`config.mk`:
```
export PLATFORM = sky130hd
export DESIGN_NAME = bpu_update_arb
export DESIGN_NICKNAME = d
export VERILOG_FILES = /design/src/rtl/bpu_update_arb_pkg.sv /design/src/rtl/bpu_upd_fifo.sv /design/src/rtl/bpu_update_arb.sv
export SDC_FILE = /design/constraint.sdc
export NUM_CORES = 1
export LEC_CHECK = 0
export ABC_AREA = 1
export BUFFER_PORTS_ARGS = -buffer_cell sky130_fd_sc_hd__buf_2
export CORE_ASPECT_RATIO = 1.2
export CORE_MARGIN = 3
export CORE_UTILIZATION = 48
export DETAILED_ROUTE_END_ITERATION = 16
export PLACE_DENSITY = 0.76
export SLEW_MARGIN = 20
export SYNTH_ARGS = -nofsm -noshare
export SYNTH_HDL_FRONTEND = slang
export SYNTH_SLANG_ARGS = --single-unit
```
`constraint.sdc`:
```
create_clock -name clk -period 4.5 [get_ports clk]
set_clock_uncertainty 0.2 [all_clocks]
set_input_delay 0.45 -clock clk [delete_from_list [all_inputs] [get_ports clk]]
set_output_delay 0.45 -clock clk [all_outputs]
set_load 0.005 [all_outputs]
```
`src/rtl/bpu_update_arb_pkg.sv`:
```
// Shared types for the BPU update arbiter: update payload and grant encoding.
package bpu_update_arb_pkg;

  // Training/update payload presented to the BPU.
  typedef struct packed {
    logic [31:0] pc;
    logic [31:0] target;
    logic        taken;
    logic        btb_update;
    logic        bht_update;
    logic        lpht_update;
    logic        flush;
  } bpu_update_t;

  localparam int BPU_UPD_W = $bits(bpu_update_t);

  // Which requester owns the update port this cycle.
  typedef enum logic [1:0] {
    ARB_IDLE      = 2'd0,
    ARB_BE        = 2'd1,
    ARB_FE        = 2'd2,
    ARB_FE_FORCED = 2'd3
  } bpu_arb_grant_e;

  // True when the grant pops the front-correction queue.
  function automatic logic is_front_grant(input bpu_arb_grant_e g);
    return (g == ARB_FE) || (g == ARB_FE_FORCED);
  endfunction

endpackage

```
`src/rtl/bpu_upd_fifo.sv`:
```
// Small circular queue for front-end corrections.
// A clear empties the queue by snapping the read pointer to the write pointer.
module bpu_upd_fifo #(
  parameter int DEPTH = 2,
  parameter int WIDTH = 8
) (
  input  logic                       clk,
  input  logic                       rst_n,
  input  logic                       push_i,
  input  logic                       pop_i,
  input  logic                       clear_i,
  input  logic [WIDTH-1:0]           data_i,
  output logic [WIDTH-1:0]           data_o,
  output logic [$clog2(DEPTH):0]     count_o,
  output logic                       full_o,
  output logic                       empty_o
);

  localparam int PTR_W = $clog2(DEPTH);

  logic [WIDTH-1:0] mem_q [DEPTH];
  logic [PTR_W-1:0] rd_ptr_q, rd_ptr_d;
  logic [PTR_W-1:0] wr_ptr_q, wr_ptr_d;
  logic [PTR_W:0]   count_q,  count_d;

  // Pointer and occupancy update; clear wins over push/pop.
  always_comb begin
    rd_ptr_d = rd_ptr_q;
    wr_ptr_d = wr_ptr_q;
    count_d  = count_q;
    if (clear_i) begin
      rd_ptr_d = wr_ptr_q;
      count_d  = '0;
    end else begin
      if (push_i) wr_ptr_d = wr_ptr_q + PTR_W'(1);
      if (pop_i)  rd_ptr_d = rd_ptr_q + PTR_W'(1);
      case ({push_i, pop_i})
        2'b10:   count_d = count_q + (PTR_W+1)'(1);
        2'b01:   count_d = count_q - (PTR_W+1)'(1);
        default: count_d = count_q;
      endcase
    end
  end

  // Pointer/count state, cleared asynchronously.
  always_ff @(posedge clk or negedge rst_n) begin
    if (!rst_n) begin
      rd_ptr_q <= '0;
      wr_ptr_q <= '0;
      count_q  <= '0;
    end else begin
      rd_ptr_q <= rd_ptr_d;
      wr_ptr_q <= wr_ptr_d;
      count_q  <= count_d;
    end
  end

  // Entry storage; contents need no reset because count gates visibility.
  always_ff @(posedge clk) begin
    if (push_i && !clear_i) mem_q[wr_ptr_q] <= data_i;
  end

  assign data_o  = mem_q[rd_ptr_q];
  assign count_o = count_q;
  assign full_o  = (count_q == (PTR_W+1)'(DEPTH));
  assign empty_o = (count_q == '0);

endmodule

```
`src/rtl/bpu_update_arb.sv`:
```
// Arbiter for the single BPU update port: backend resolution updates have
// priority over queued front-end corrections, with a starvation guard.
// Optional counters enabled by defining BPU_ARB_PERF_EN.
module bpu_update_arb
  import bpu_update_arb_pkg::*;
#(
  parameter int FE_DEPTH     = 2,
  parameter int STARVE_LIMIT = 4
) (
  input  logic        clk,
  input  logic        rst_n,
  input  logic        fe_valid_i,
  input  bpu_update_t fe_update_i,
  output logic        fe_ready_o,
  input  logic        be_valid_i,
  input  bpu_update_t be_update_i,
  output logic        be_ready_o,
  input  logic        be_flush_i,
`ifdef BPU_ARB_PERF_EN
  output logic [31:0] perf_fe_drop_o,
  output logic [31:0] perf_starve_o,
`endif
  output bpu_update_t update_o,
  output logic        update_valid_o
);

  localparam int CNT_W    = $clog2(FE_DEPTH) + 1;
  localparam int STARVE_W = $clog2(STARVE_LIMIT + 1);

  logic                 fifo_push, fifo_pop, fifo_full, fifo_empty;
  logic [BPU_UPD_W-1:0] fifo_head;
  logic [CNT_W-1:0]     fifo_count;

  bpu_arb_grant_e       grant_raw, grant;
  logic [STARVE_W-1:0]  starve_cnt_q, starve_cnt_d;
  bpu_update_t          update_q, update_d;
  logic                 update_valid_q, update_valid_d;

  assign fe_ready_o = ~fifo_full;
  assign fifo_push  = fe_valid_i & fe_ready_o & ~be_flush_i;
  assign fifo_pop   = is_front_grant(grant);

  bpu_upd_fifo #(
    .DEPTH (FE_DEPTH),
    .WIDTH (BPU_UPD_W)
  ) u_fifo (
    .clk     (clk),
    .rst_n   (rst_n),
    .push_i  (fifo_push),
    .pop_i   (fifo_pop),
    .clear_i (be_flush_i),
    .data_i  (fe_update_i),
    .data_o  (fifo_head),
    .count_o (fifo_count),
    .full_o  (fifo_full),
    .empty_o (fifo_empty)
  );

  // Grant selection; a redirect cancels any front pop, handing the slot to the backend if it is asking.
  always_comb begin
    grant_raw = ARB_IDLE;
    if ((starve_cnt_q == STARVE_W'(STARVE_LIMIT)) && !fifo_empty) grant_raw = ARB_FE_FORCED;
    else if (be_valid_i)                                         grant_raw = ARB_BE;
    else if (!fifo_empty)                                        grant_raw = ARB_FE;
    grant = grant_raw;
    if (be_flush_i && is_front_grant(grant_raw)) grant = be_valid_i ? ARB_BE : ARB_IDLE;
  end

  assign be_ready_o = (grant == ARB_BE);

  // Next output payload and starvation count.
  always_comb begin
    update_d       = update_q;
    update_valid_d = 1'b0;
    case (grant)
      ARB_BE: begin
        update_valid_d = 1'b1;
        update_d       = be_update_i;
      end
      ARB_FE, ARB_FE_FORCED: begin
        update_valid_d = 1'b1;
        update_d       = bpu_update_t'(fifo_head);
      end
      default: ;
    endcase
    starve_cnt_d = starve_cnt_q;
    if (be_flush_i || (fifo_count == '0) || is_front_grant(grant)) starve_cnt_d = '0;
    else if ((grant == ARB_BE) && (starve_cnt_q != STARVE_W'(STARVE_LIMIT)))
      starve_cnt_d = starve_cnt_q + STARVE_W'(1);
  end

  // Output register and starvation counter.
  always_ff @(posedge clk or negedge rst_n) begin
    if (!rst_n) begin
      update_q       <= '0;
      update_valid_q <= 1'b0;
      starve_cnt_q   <= '0;
    end else begin
      update_q       <= update_d;
      update_valid_q <= update_valid_d;
      starve_cnt_q   <= starve_cnt_d;
    end
  end

  assign update_o       = update_q;
  assign update_valid_o = update_valid_q;

`ifdef BPU_ARB_PERF_EN
  logic [31:0] perf_fe_drop_q, perf_fe_drop_d;
  logic [31:0] perf_starve_q,  perf_starve_d;

  // Drops count every queued entry plus the front request presented in the redirect cycle.
  always_comb begin
    perf_fe_drop_d = perf_fe_drop_q;
    perf_starve_d  = perf_starve_q;
    if (be_flush_i) perf_fe_drop_d = perf_fe_drop_q + 32'(fifo_count) + 32'(fe_valid_i);
    if (grant == ARB_FE_FORCED) perf_starve_d = perf_starve_q + 32'd1;
  end

  // Performance counter state.
  always_ff @(posedge clk or negedge rst_n) begin
    if (!rst_n) begin
      perf_fe_drop_q <= '0;
      perf_starve_q  <= '0;
    end else begin
      perf_fe_drop_q <= perf_fe_drop_d;
      perf_starve_q  <= perf_starve_d;
    end
  end

  assign perf_fe_drop_o = perf_fe_drop_q;
  assign perf_starve_o  = perf_starve_q;
`endif

endmodule

```
### After elaboration in Yosys (flattened, before gate mapping)

Memory sizes are Yosys's and may differ from the RTL's.
Index checks and enable logic that the tools add are counted.

* add/subtract/negate cells: 5
* equal/unequal tests: 10
* multiplexer cells: 15
* bitwise gates (word level): 4
* reduce and logical (&&, ||, !) cells: 18

Operator list (number)
* $pmux 69 s2: 1
* $eq 2x2->1 const B: 6
* $mux 2: 5
* $mux 1: 6
* $mux 3: 2
* $reduce_bool 2->1: 3
* $eq 2x1->1 const B: 2
* $logic_and 1x1->1: 4
* $logic_or 1x1->1: 4
* $pmux 2 s2: 1
* $add 3x1->3 const B: 1
* $eq 3x3->1 const B: 1
* $ne 3x3->1 const B: 1
* $reduce_bool 3->1: 1
* $reduce_or 3->1: 1
* $add 1x1->1 const B: 2
* $add 2x1->2 const B: 1
* $and 1x1->1: 2
* $logic_not 1->1: 2
* $logic_not 2->1: 1
* $not 1->1: 2
* $reduce_and 2->1: 1
* $reduce_or 2->1: 1
* $sub 2x1->2 const B: 1

* register bits: 77
* memory bits (writable): 138
* output and inout port bits: 72
* memories kept: 1

Memory list
* u_fifo.mem_q: words 2, width 69, read ports 1, clocked after Yosys merged registers in 0, write ports 1, RTL line bpu_upd_fifo.sv:21 `logic [WIDTH-1:0] mem_q [DEPTH];`

### Logic depth before layout (Yosys ltp)

Gate-level depths: netlist (run 1).

* depth after elaboration: 13
* gate-level depth with buffers: 9
* gate-level depth less buffers: 9

### Modules after synthesis

A second synthesis (run 1) with hierarchy kept.

* cell total of the unflattened synthesis: 872
* area, all modules: 8949.8 um^2

By module, submodules not included
* bpu_upd_fifo: times used 1, cells each 395, area each 5251.3 um^2, seq. area each 4244.1 um^2
* bpu_update_arb: times used 1, cells each 477, area each 3698.5 um^2, seq. area each 1826.8 um^2

### Least setup slack after synthesis (run 1)

No wires, ideal clock.

* kind: register -> register
* from: register u_fifo.count_q[0] (netlist: u_fifo.count_o[0])
* to: memory u_fifo.mem_q[0][0] (netlist name), enable pin
* setup time: 496 ps
* data arrival time: 3737 ps
* path slack: 67 ps
* stages on the path, launching flop included: 7
* path buffers: 0
* cells stage by stage: dfrtp_1 -> inv_1 -> nand2_1 -> nand2_1 -> nor2_1 -> inv_1 -> nor2_1

* longest elaborated chain between the ends: 7

RTL lines
* start: declaration: RTL line bpu_upd_fifo.sv:24 `logic [PTR_W:0] count_q, count_d;`
* start signal: assignment: RTL line bpu_upd_fifo.sv:54 `count_q <= count_d;`
* $eq 2x2->1: RTL line bpu_upd_fifo.sv:65 `assign full_o = (count_q == (PTR_W+1)'(DEPTH));`
* $not 1->1: RTL line bpu_update_arb.sv:39 `assign fe_ready_o = ~fifo_full;`
* via fe_ready_o: RTL line bpu_update_arb.sv:14 `output logic fe_ready_o,`
* $and 1x1->1 (2 in a row): RTL line bpu_update_arb.sv:40 `assign fifo_push = fe_valid_i & fe_ready_o & ~be_flush_i;`
* $logic_and 1x1->1: RTL line bpu_upd_fifo.sv:60 `if (push_i && !clear_i) mem_q[wr_ptr_q] <= data_i;`
* $mux 1: RTL line bpu_upd_fifo.sv:60
* $mux 1 (implied by the code): RTL line bpu_upd_fifo.sv:60
* end: declaration: RTL line bpu_upd_fifo.sv:21

The timed path passes the listed nets, and every way through them passes these cells.

### Final worst setup path (run 1)

* from: register starve_cnt_q[0]
* to: output port be_ready_o

* longest elaborated chain between the ends: 8
* elaborated cells on any way between the ends: 9

RTL lines
* start: declaration: RTL line bpu_update_arb.sv:35 `logic [STARVE_W-1:0] starve_cnt_q, starve_cnt_d;`
* start signal: assignment: RTL line bpu_update_arb.sv:101 `starve_cnt_q <= starve_cnt_d;`
* $eq 3x3->1 (*): RTL line bpu_update_arb.sv:62 `if ((starve_cnt_q == STARVE_W'(STARVE_LIMIT)) && !fifo_empty) grant_raw = ARB_FE_FORCED;`
* $logic_and 1x1->1 (*): RTL line bpu_update_arb.sv:62
* $mux 2 (*): RTL line bpu_update_arb.sv:62
* $eq 2x2->1: RTL line bpu_update_arb_pkg.sv:27 `return (g == ARB_FE) || (g == ARB_FE_FORCED);`
* $logic_or 1x1->1: RTL line bpu_update_arb_pkg.sv:27
* $logic_and 1x1->1: RTL line bpu_update_arb.sv:66 `if (be_flush_i && is_front_grant(grant_raw)) grant = be_valid_i ? ARB_BE : ARB_IDLE;`
* $mux 2 (*): RTL line bpu_update_arb.sv:66
* $eq 2x1->1 (*): RTL line bpu_update_arb.sv:69 `assign be_ready_o = (grant == ARB_BE);`
* end: declaration: RTL line bpu_update_arb.sv:17 `output logic be_ready_o,`

Mark *: on every way between the ends. The rest lies on a longest branch, timed or not.

==> results of run 1 <==
[sequential cells by signal, indices dropped and copies added, names as in the netlist]
name             flops
update_o            69
update_valid_o       1
u_fifo.rd_ptr_q      1
u_fifo.mem_q       138
starve_cnt_q         3
u_fifo.wr_ptr_q      1
u_fifo.count_o       2
[cell usage after synthesis]
master / number / area (sq um)
a31oi_1: 1 / 6.26
nor2_1: 7 / 26.3
xnor2_1: 1 / 8.76
buf_4: 2 / 15.0
nand2_1: 358 / 1340
buf_2: 29 / 145
nand3_1: 74 / 370
o21ai_4: 1 / 16.3
or2_2: 1 / 6.26
nor2_4: 1 / 11.3
edfxtp_1: 138 / 4140
dfrtp_1: 77 / 1930
inv_2: 2 / 7.51
nand2_2: 1 / 6.26
clkbuf_1: 19 / 71.3
nand4_1: 71 / 444
a21oi_1: 1 / 5.00
ha_1: 2 / 25.0
nor2_2: 1 / 6.26
xor2_1: 1 / 8.76
buf_6: 1 / 11.3
inv_1: 78 / 293
[cell type report]
class,instances,area [sq um]
clock buffers,31,616
inverters,80,300
well taps,220,275
clock inverters,8,40.0
repair buffers,293,1870
diodes,1,2.50
multi-input cells,521,2300
flip-flops and latches,215,6070
fillers,1362,6360
[cell families (layout without fill, tap and decap cells)]
group	Yosys count	in the layout	share of synthesized area
DFF	215	215	0.682
other	0	1	0
adders and majority gates	2	2	0.00281
AOI/OAI and AO/OA	3	3	0.00309
buffers and inverters	131	412	0.0610
xor gates and xnor gates	2	2	0.00197
and+or+nand+nor	514	514	0.249
[metal layers]
layer | vias to the layer above | wire length, um | global-route usage
met5 | - | 7 | 0
met4 | 2 | 621 | 0.0772
met3 | 49 | 1500 | 0.0337
met2 | 289 | 11700 | 0.390
met1 | 3314 | 9140 | 0.289
li1 | 3388 | - | -
[report_power, final]
| group | leakage (nW) | switching (W) | total (W) | internal (W) |
|---|---|---|---|---|
| logic | 2.88 | 0.000915 | 0.00141 | 0.000496 |
| clock network | 0.315 | 0.000721 | 0.00167 | 0.000953 |
| registers | 2.19 | 0.000164 | 0.00267 | 0.00251 |
| total | 5.39 | 0.00180 | 0.00576 | 0.00396 |
[worst max-delay path, delay by kind of cell, from the launching register on]
family                   cells  cell delay [ps]
buffers and inverters        3              890
flip-flops                   1              390
AO/OA/AOI/OAI                1              160
adder cells (fa/ha/maj)      1              130
AND/OR/NAND/NOR              2              130
[worst paths after layout]
path,endpoint,cells past startpoint,startpoint
worst min-delay path,update_o[28]$_DFFE_PN0P_,5,be_update_i[28]
worst max register to register,u_fifo.mem_q[1][56]$_DFFE_PP_,7,u_fifo.count_o[0]$_DFFE_PN0P_
worst max-delay path,be_ready_o,7,starve_cnt_q[0]$_DFFE_PN0P_
worst min register to register,starve_cnt_q[0]$_DFFE_PN0P_,1,starve_cnt_q[0]$_DFFE_PN0P_
min in group asynchronous,update_o[40]$_DFFE_PN0P_,2,rst_n
max in group asynchronous,u_fifo.rd_ptr_q$_DFFE_PN0P_,2,rst_n
[stage by stage]
| stage | hold WS [ps] | setup WS (ps) |
|---|---|---|
| 3_5_place_dp | 250 | 1820 |
| 2_1_floorplan | -45.6 | 66.5 |
| 4_1_cts | 47.0 | 1630 |
| 5_1_grt | 80.3 | 1510 |
| 6_report | 64.4 | 1650 |
| 3_3_place_gp | 242 | 1870 |
==> results.yml, run 1 <==
finish:
  drive_above_1_share: 0.227
  nNetsFinal: 1278
  final_util: 0.643
  areaGrowthSynthToFinish_pct: 29.0
  layout_common_cells: "357 x nand2_1, 213 x buf_2, 138 x edfxtp_1"
  fin_cells: 1369
  fin_area_sq_um: 11500
  final_common_cell: "nand2_1"
yosys:
  ys_warn_count: 0
  synth_cells: 867
  synth.distinct_cells: 22
  synth_nets: 1012
  syn_area_per_cell_sq_um: 10.3
  seq_area_frac_synth: 0.682
  synthesis.area_sq_um: 8900
  synth.ff_latch_count: 215
global_route:
  overflow: 0
  antenna_found_initial: 2
  grt_max_degree: 78
  grt_use_total: 0.226
  grt_pass1_wl_mm: 36.5
  grt_pass1_vias: 7162
floorplan:
  die_y_um: 155
  pin_count: 215
  die_w_um: 130
  core_area_sq_um: 17800
  dieArea_sq_um: 20200
  rows: 53
  initial_core_util: 0.499
clock_tree:
  clock_path_buffers: 3
  insertion_delay_ps: 490
  cts_tree: "built"
  post_cts_buffers: 0
  cts_max_level: 1
  root_buffer: "clkbuf_16"
  cts_resized: 0
  clock_sinks: 215
  clk_pin_slew_ps: 60
  cts_hold_buf: 70
  numCtsBuffers: 22
placement:
  dp.cells: 1259
  dpl_cell_area_sq_um: 10100
  routabilityCongestion: 0.818
  numPortBuffers: 214
  hpwl_mm: 13.6
sta:
  slew_headroom: 0.305
  setup_viol: 0
  worstMarginPinSlew_ps: 1040
  fin_tns_setup_ps: 0
  hold_viol_final: 0
  drv_slew: 0
  final.min_clock_period_ps: 2850
  rsz0062_at_grt: "false"
  max_freq_mhz: 350
  min_period_over_period: 0.634
routing:
  antenna_left: 0
  num_vias: 7042
  first_pass_iters: 5
  drc: 0
  wl_mm: 22.9
  drt-initial-drc-count: 371
  avgRoutedWirePerCell_um: 16.8
  routed_via_density: 5.14
power:
  p_total_w: 0.00576
  leakage_nw: 5.39
  powerDensity_nw_per_um2: 501
  ir_drop_uv: 320
setup_path:
  crit_chain: "inv_1, ha_1, nand2_1, nand2_2, buf_4, a21oi_1, buf_2"
  end_kind: "output pin"
  slowest_delay_ps: 660
  slowest_stage: "buf_4"
  crit_fanout: 73
  crit_path_start_kind: "flop"
  required_ps: 3850
  critPathKind: "flop to output pin"
  cp_data_arrival_time_ps: 2200
  r2r_slack_ps: 1780
job:
  maxCapViolations: 0
run_status:
  status: "finished clean"
worst_hold_path:
  hold_class: "input pin to flop"
Power figures use the tool's default switching activity.
==> inputs of run 2 (changes only) <==
Settings changed: CORE_UTILIZATION 48 to 53, PLACE_DENSITY 0.76 to 0.79.
Clock period 4.5 ns to 2.7 ns, I/O delays scaled along.
==> results.yml, run 2 (same netlist as run 1, synthesis figures left out) <==
power:
  ir_drop_uv: 594
  swShare: 0.317
  pwr-share-comb: 0.259
  p_int_w: 0.00674
  powerDensity_nw_per_um2: 804
  seq_power_share: 0.455
  power_frac_clock: 0.286
  leakage_nw: 5.75
  power.switching_w: 0.00313
worst_hold_path:
  min_path_cells: 4
  hold_class: "input pin to flop"
setup_path:
  required_ps: 2230
  cp_data_arrival_time_ps: 2040
  crit_path_start_kind: "flop"
  slowest_stage: "buf_6"
  path_depth: 7
  critPathTopFamily: "buffers and inverters"
  slowest_delay_ps: 460
  crit_fanout: 73
  reg2reg_depth: 7
  end_kind: "output pin"
  critPathKind: "flop to output pin"
  worst-path-buf-inv: 3
  crit_chain: "inv_1, ha_1, nand2_1, nand2_2, buf_6, a21oi_1, buf_2"
global_route:
  overflow: 0
  grt_pass1_vias: 8040
  grt_use_total: 0.276
  grt_max_degree: 74
  grt_pass1_wl_mm: 41.0
  antenna_found_initial: 4
routing:
  first_pass_iters: 7
  routed_via_density: 5.37
  wl_mm: 25.8
  avgRoutedWirePerCell_um: 17.9
  drt-initial-drc-count: 590
  num_vias: 7738
  drc: 0
  antenna_left: 0
placement:
  numPortBuffers: 214
  hpwl_mm: 14.1
  dpl_cell_area_sq_um: 10200
  pre_cts_ws_ps: 470
  routabilityCongestion: 0.836
finish:
  fin_area_sq_um: 12300
  largest_reg_flops: 138
  final_common_cell: "nand2_1"
  multi_input_area_sq_um: 2300
  fillers: 1047
  layout_common_cells: "357 x nand2_1, 213 x buf_2, 139 x dlygate4sd3_1"
  regMostFlops: "u_fifo.mem_q"
  nNetsFinal: 1354
  areaGrowthSynthToFinish_pct: 37.9
  drive_above_1_share: 0.223
  seqCellArea_sq_um: 6070
clock_tree:
  root_buffer: "clkbuf_16"
  numCtsBuffers: 21
  cts_max_level: 1
  cts_tree: "built"
  clock_path_buffers: 3
  post_cts_buffers: 0
  insertion_delay_ps: 490
  clock_sinks: 215
  clk_pin_slew_ps: 60
floorplan:
  pin_count: 215
  rows: 51
  dieArea_sq_um: 18400
  initial_core_util: 0.545
  die_w_um: 124
  core_area_sq_um: 16300
  die_y_um: 148
sta:
  slew_headroom: 0.451
  timing.final.ws_setup_ps: 194
  drv_slew: 0
  hold_viol_final: 0
  min_period_over_period: 0.928
  fin_tns_setup_ps: 0
  worstMarginPinSlew_ps: 824
  final.min_clock_period_ps: 2510
  rsz0062_at_grt: "false"
  max_freq_mhz: 399
  setup_viol: 0
run_status:
  status: "finished clean"
job:
  maxCapViolations: 0
==> run 2: stage by stage <==
step / hold slack (ps) / cells / power [W] / utilization
2_1_floorplan: -226 / 867 / 0.00583 / -
3_3_place_gp: 38.2 / 1259 / 0.00678 / 0.625
3_5_place_dp: 42.3 / 1259 / 0.00685 / 0.625
4_1_cts: 26.1 / 1435 / 0.00981 / 0.750
5_1_grt: 37.5 / 1439 / 0.0104 / 0.751
6_report: 27.4 / 1440 / 0.00987 / 0.751
==> run 2: worst reg2reg max path, cell delays in order (launching register included) <==
cell and delay (ps):
dfrtp_1 390, inv_1 90, nand2_1 140, nand2_1 110, nor2_1 200, inv_1 140
nor2_4 140, buf_4 360
==> run 2: final cells by class <==
class	instances	share of cell area
clock inverters	4	0.00153
diodes	5	0.00102
flip-flops and latches	215	0.495
multi-input cells	521	0.188
clock buffers	33	0.0522
inverters	80	0.0245
repair buffers	370	0.217
well taps	212	0.0216
==> run 2: repair_timing <==
item / in CTS / in global routing
endpoints found under the hold margin: 284 / 0
gates resized for setup: 1 / 1
hold buffers: 139 / 0
endpoints found under the setup margin: 1 / 1
==> run 2: routing by layer <==
layer | global-route usage | vias to the layer above | share of wire | wire (um)
li1 | - | 3550 | - | -
met2 | 0.479 | 420 | 0.51 | 13200
met4 | 0.162 | 0 | 0.061 | 1570
met3 | 0.0473 | 129 | 0.068 | 1770
met5 | 0 | - | 0 | 0
met1 | 0.324 | 3639 | 0.36 | 9250
==> run 2: final timing paths <==
path	start	endpoint	slack (ps)
min in group asynchronous	rst_n	update_o[46]$_DFFE_PN0P_	60
max	starve_cnt_q[0]$_DFFE_PN0P_	be_ready_o	190
max reg2reg	u_fifo.count_o[0]$_DFFE_PN0P_	u_fifo.mem_q[0][58]$_DFFE_PP_	560
min reg2reg	starve_cnt_q[0]$_DFFE_PN0P_	starve_cnt_q[0]$_DFFE_PN0P_	260
min	fe_valid_i	u_fifo.wr_ptr_q$_DFFE_PN0P_	30
max in group asynchronous	rst_n	u_fifo.rd_ptr_q$_DFFE_PN0P_	1590
==> run 2: power groups by stage <==
| stage | Combinational, W | Sequential (W) | Clock (W) |
|---|---|---|---|
| global route | 0.00283 | 0.00455 | 0.00298 |
| global placement | 0.00227 | 0.00451 | 0 |
| CTS | 0.00250 | 0.00447 | 0.00284 |
| detailed placement | 0.00233 | 0.00452 | 0 |
| finish | 0.00256 | 0.00449 | 0.00282 |
| floorplan | 0.00131 | 0.00452 | 0 |
